[config.mk]
export PLATFORM = sky130hd
export DESIGN_NAME = alu_regfile
export DESIGN_NICKNAME = d
export VERILOG_FILES = /design/src/rtl/alu_regfile.sv
export SDC_FILE = /design/constraint.sdc
export NUM_CORES = 2
export LEC_CHECK = 0
export ABC_CLOCK_PERIOD_IN_PS = 93500
export CORE_MARGIN = 2
export CORE_UTILIZATION = 65
export DETAILED_ROUTE_END_ITERATION = 7
export PLACE_DENSITY = 0.95
export SLEW_MARGIN = 10
export SYNTH_ARGS = -nofsm -noshare
export SYNTH_HDL_FRONTEND = slang
export SYNTH_SLANG_ARGS = --single-unit
[constraint.sdc]
create_clock -name CLK -period 93.5 [get_ports CLK]
set_input_delay 18.7 -clock CLK [delete_from_list [all_inputs] [get_ports CLK]]
set_output_delay 18.7 -clock CLK [all_outputs]
set_load 0.005 [all_outputs]
[src/rtl/alu_regfile.sv]
// RV32I integer datapath core: 32x32 register file with write-through bypass,
// plus the independent combinational ALU used in EX.
module alu_regfile #(
  parameter int XLEN = 32,
  parameter int NREG = 32
) (
  input  logic            CLK,
  input  logic            RST,
  input  logic [4:0]      RNUM1,
  input  logic [4:0]      RNUM2,
  output logic [XLEN-1:0] RDATA1,
  output logic [XLEN-1:0] RDATA2,
  input  logic [4:0]      WNUM,
  input  logic [XLEN-1:0] WDATA,
  input  logic [XLEN-1:0] ALU_A,
  input  logic [XLEN-1:0] ALU_B,
  input  logic [4:0]      ALU_OP,
  output logic [XLEN-1:0] ALU_Y
);

  typedef enum logic [4:0] {
    OP_ADD  = 5'd0,
    OP_SUB  = 5'd1,
    OP_SLL  = 5'd2,
    OP_SLT  = 5'd3,
    OP_SLTU = 5'd4,
    OP_XOR  = 5'd5,
    OP_SRL  = 5'd6,
    OP_SRA  = 5'd7,
    OP_OR   = 5'd8,
    OP_AND  = 5'd9
  } alu_op_e;

  logic [XLEN-1:0] r_regs [NREG];
  logic [XLEN-1:0] w_rd1;
  logic [XLEN-1:0] w_rd2;
  logic [XLEN-1:0] w_y;
  logic [4:0]      w_shamt;

  // Entry 0 is never written, so it holds its reset value of zero.
  always_ff @(posedge CLK or posedge RST) begin
    if (RST) begin
      for (int unsigned i = 0; i < NREG; i++) r_regs[i] <= '0;
    end else if (WNUM != '0) begin
      r_regs[WNUM] <= WDATA;
    end
  end

  // Same-cycle bypass lets WB and ID overlap; RNUMn != 0 implies WNUM != 0 on a hit.
  always_comb begin
    w_rd1 = '0;
    w_rd2 = '0;
    if (!RST && RNUM1 != '0) w_rd1 = (RNUM1 == WNUM) ? WDATA : r_regs[RNUM1];
    if (!RST && RNUM2 != '0) w_rd2 = (RNUM2 == WNUM) ? WDATA : r_regs[RNUM2];
  end

  assign RDATA1 = w_rd1;
  assign RDATA2 = w_rd2;

  always_comb begin
    w_shamt = ALU_B[4:0];
    w_y     = '0;
    case (ALU_OP)
      OP_ADD:  w_y = ALU_A + ALU_B;
      OP_SUB:  w_y = ALU_A - ALU_B;
      OP_SLL:  w_y = ALU_A << w_shamt;
      OP_SLT:  w_y = {{(XLEN-1){1'b0}}, ($signed(ALU_A) < $signed(ALU_B))};
      OP_SLTU: w_y = {{(XLEN-1){1'b0}}, (ALU_A < ALU_B)};
      OP_XOR:  w_y = ALU_A ^ ALU_B;
      OP_SRL:  w_y = ALU_A >> w_shamt;
      OP_SRA:  w_y = $unsigned($signed(ALU_A) >>> w_shamt);
      OP_OR:   w_y = ALU_A | ALU_B;
      OP_AND:  w_y = ALU_A & ALU_B;
      default: w_y = '0;
    endcase
  end

  assign ALU_Y = w_y;

endmodule

---- Yosys cells after proc, flatten, opt, wreduce, memory -nomap -nowiden ----
Index checks and enable logic that the tools add are counted.
storage, ports and cells
  flip-flop bits (word level) ............. 1024
  output and inout bits ................... 96
  word-level logic and storage cells ...... 82
cells by class
  $add $sub $neg .......................... 2
  magnitude comparators ................... 6
  eq/ne operators ......................... 11
  shifts and indexed selects .............. 3
  mux-type cells .......................... 14
  bitwise logic cells ..................... 6
  reductions and logical operators ........ 8
operators by type and width
  kind                number
  $bwmux 1024         1
  $bmux 32 s5         2
  $pmux 32 s10        1
  $mux 32             9
  $demux 32 s5        1
  $lt 32x32->1        2
  $add 32x32->32      1
  $and 32x32->32      1
  $or 32x32->32       1
  $shl 32x5->32       1
  $shr 32x5->32       1
  $sshr 32x5->32      1
  $sub 32x32->32      1
  $xor 32x32->32      1
  $eq 5x3->1 const B  4
  $ge 6x6->1 const B  3
  $not 5->6           3
  $reduce_bool 5->1   3
  $eq 5x2->1 const B  2
  $eq 5x4->1 const B  2
  $eq 5x5->1          2
  $lt 6x1->1 const B  1
  $eq 5x1->1 const B  1
  $logic_not 5->1     1
  other kinds (2)     4

---- Logic depth before layout (Yosys ltp) ----
  word-level depth ........................ 6
  mapped depth ............................ 15
  gate-level depth less buffers ........... 13

---- Least setup slack after synthesis ----
OpenSTA, ideal clock, no wires.
  path kind ............................... input -> output
  start ................................... in RST
  end ..................................... out RDATA2[1]
  arrival time ............................ 43900 ps
  data required time ...................... 74800 ps
  slack ................................... 30900 ps
  cell stages on the path ................. 3
  path buffers ............................ 0
  cells stage by stage .................... inv_1 o31ai_1 a211oi_1
between the ends
  word-level cells in the longest chain between the ends .. 3
RTL lines
  what               line  text
  from (decl)        8     input logic RST,
  $logic_not 1->1    54    if (!RST && RNUM2 != '0) w_rd2 = (RNUM2 == WNUM) ? WDATA : r_regs[RNUM2];
  $logic_and 1x1->1  54
  $mux 32            54
  to (decl)          12    output logic [XLEN-1:0] RDATA2,
Every way passes these cells.

---- Final worst setup path ----
  start ................................... in RNUM1[1]
  end ..................................... out RDATA1[4]
between the ends
  word-level cells in the longest chain between the ends .. 6
  elaborated cells on any way between the ends .. 9
  classes of those cells .................. eq/ne (1); mux (5); bitwise (1); reduce/logical (2)
RTL lines
  what                                        line  text
  from (decl)                                 9     input logic [4:0] RNUM1,
  $not 5->6 (not written as such)             53    if (!RST && RNUM1 != '0) w_rd1 = (RNUM1 == WNUM) ? WDATA : r_regs[RNUM1];
  $bmux 32 s5                                 53
  $mux 32 (not written as such) (2 in a row)  53
  $mux 32                                     53
  $mux 32 *                                   53
  to (decl)                                   11    output logic [XLEN-1:0] RDATA1,
Every way passes the cells marked *; elsewhere a longest branch is shown, timed or not. The select of a mux whose other input is x is not followed.

==> impl_results.md <==
- Status: complete, but fails checks
- Failing checks: design-rule violations
- CTS sink cnt: 1024
- Max clock buf depth: 3
- Slew Viols, Final: 0
- First DRT Iteration DRCs: 9867
- Syn Nets: 5171
- Die Y: 316 um
- Worst Hold Class: reg2reg
- FF+latch area: 25600 um^2
- CTS Buf Count: 92
- Vias: 52200
- Pin count of the biggest net entering global routing: 132
- Vias in the first global route: 53300
- WP data required: 74.80 ns
- # setup viols final: 0
- Post-synthesis sequential area ratio: 40.5%
- Max FFs per register: 1024
- Final worst-path cycle share: 45.6%
- # Max-Cap Violations: 0
- Initial antenna violation count: 19
- Syn Inst Count: 4954
- Post-route insts no fill: 6199
- Design area: 69100 um^2
- Max-slew headroom: 7.75%
- Die area: 99900 um^2
- Vias per inst: 8.42
- Post-synthesis async set-or-reset flop share: 100%
- First-pass GRT wire length: 360000 um
- Placer congestion estimate: 1.03
- Mapped cell area: 63300 um^2
- Wire per inst: 39.8 um
- Place WS: 51.23 ns
- Crit-path max FO: 94
- Core area: 96600 um^2
- Hold Vio Cnt, Final: 0
- Ys flop type: dfrtp_1
- Gr ovfl total: 0
- Worst VDD drop: 20.8 uV
- Layout cell share with drive strength beyond 1: 38.9%
- Tightest Pin Transition: 1.38 ns
- Netlist cell types: 84
- Post-layout min period: 42.61 ns
- Layout Nets: 5064
- CTS tree: built
- Synth warn: 0
- Seq cells post-synth: 1024
- Biggest register: r_regs
- Setup Skew: 0 ns
- Synth-to-layout area growth: 9.11%
- Area contributors post-synth: dfrtp_1 (40%), mux2_2 (19%), mux4_2 (18%), mux2i_1 (3.9%), ha_1 (1.9%)
- Die W: 316 um
- Critical path class: in2out
- Total routed wirelength: 247000 um
- Clock Root Buffer: clkbuf_16
- Rows: 114
- Leakage: 28.8 nW
- Final Power: 1.47 mW
- Post-CTS Setup Inserts: 0
- DP Area: 66000 um^2
- Critical Path Sink Type: primary output
- Layout fillers: 5227
- Placed Cells: 6029
- RSZ-0062 raised after global routing: false
- Syn_area_per_cell: 12.8 um^2
- Max stage delay on crit path: 0.82 ns
- Post_cts resized: 0
- Arrival @ worst endpoint: 23.91 ns
- Antenna-violating nets left: 0
- Power Density: 21.2 nW/um^2
- Final WS setup: 50.89 ns
- Clock latency on the worst-skew pair: 0.71 ns
- IO Pins: 214
- I/O Buffers: 213
- Drt first pass iters: 8
- Finished Core Util: 71.5%
- R2r setup slk: 92.49 ns
- GRT Overall Usage: 49.7%
- Multi-input gate area: 35300 um^2
- Startpoint Class: input port
- Cell taking the most area after synthesis: dfrtp_1
- # DRC: 11
- Count of hold-fix buffers inserted at cts: 0
- Initial Utilization: 65.6%
- Number of synthesized flops with an enable pin: 0
- Dpl hpwl: 136000 um
- Largest registers: r_regs: 1024 flops
- Fmax: 23.5 MHz
- Clock Pin Slew Worst Setup and Hold Paths: 0.06 ns
- CP max-delay cell: a21oi_1
- H-tree depth: 3
- Worst path cell trace: buf_8 > buf_4 > or3_2 > buf_4 > o22ai_1 > a211oi_1 > a211oi_1 > a21oi_1 > nor2_1 > clkdlybuf4s50_1
- Hold Slack: 0.404 ns
- Top-area cell type share of the netlist area: 40.5%
- Sum of negative setup slack: 0 ns
-- critical path: cells and delay by family --
kind / cells / cell delay [ns]
buf+inv: 4 / 2.64
compound gates: 4 / 1.73
simple gates: 2 / 0.70
-- worst paths after layout --
path | start | to | cells past startpoint
max in group asynchronous | RST | r_regs[650]$_DFFE_PP0P_ | 4
worst min-delay path | r_regs[1002]$_DFFE_PP0P_ | r_regs[1002]$_DFFE_PP0P_ | 0
worst min register to register | r_regs[1002]$_DFFE_PP0P_ | r_regs[1002]$_DFFE_PP0P_ | 0
worst max register to register | r_regs[21]$_DFFE_PP0P_ | r_regs[21]$_DFFE_PP0P_ | 1
min in group asynchronous | RST | r_regs[481]$_DFFE_PP0P_ | 2
worst max-delay path | RNUM1[1] | RDATA1[4] | 10
-- per-layer routing --
layer	track usage [%]	vias to the layer above	wire length, um
met5	1.33	-	289
met4	42.4	26	28500
met3	25.1	2391	40400
met2	69.9	5944	103000
met1	56.0	25200	74600
li1	-	18700	-
-- synth_stat cells, drive strengths merged (60+ instances only) --
library cell / n
a211oi: 85
a21oi: 187
buf: 228
clkbuf: 307
dfrtp: 1024
ha: 97
inv: 98
mux2: 1055
mux2i: 248
mux4: 506
nand2: 157
nor2: 252
o21ai: 143
o22ai: 60
-- power breakdown --
part	total [mW]	switching, mW	internal [mW]
Sequential	0.646	0.103	0.543
Clock	0.410	0.183	0.227
Combinational	0.410	0.192	0.218
Total	1.47	0.478	0.988
-- area by class of cell --
class / count / share of cell area, %
Multi-Input combinational cell: 3295 / 51.1
Antenna cell: 4 / 0.0145
Timing Repair Buffer: 334 / 4.40
Tap cell: 1276 / 2.31
Sequential cell: 1024 / 37.1
Clock buffer: 132 / 3.87
Clock inverter: 34 / 0.647
Inverter: 100 / 0.554
-- placed cells by master (no fill, tap or decap), types with 21 or more instances in the layout --
cell type,n
mux2_2,1055
dfrtp_1,1024
nor2_1,240
a21o_1,23
mux2i_1,248
a21oi_1,187
nor3_1,30
clkbuf_1,21
o21ai_0,137
clkbuf_16,95
ha_1,97
buf_4,127
inv_1,96
o22ai_1,60
xnor2_1,22
mux4_2,506
o211ai_1,49
nand2_1,144
a221oi_1,52
o221ai_1,33
a211oi_1,84
clkdlybuf4s50_1,197
nand3_1,29
nand2b_1,37
-- logic make-up (layout without fill, tap and decap cells) --
kind of cell	after synthesis	after routing	synth area share [%]
simple gates	593	593	4.18
flops	1024	1024	40.5
compound gates	763	763	8.17
other cells	0	4	0
fa+ha+maj	99	99	1.98
buf+inv	635	600	4.09
mux	1809	1809	40.7
xor+xnor	31	31	0.429
Power figures use the tool's default switching activity.
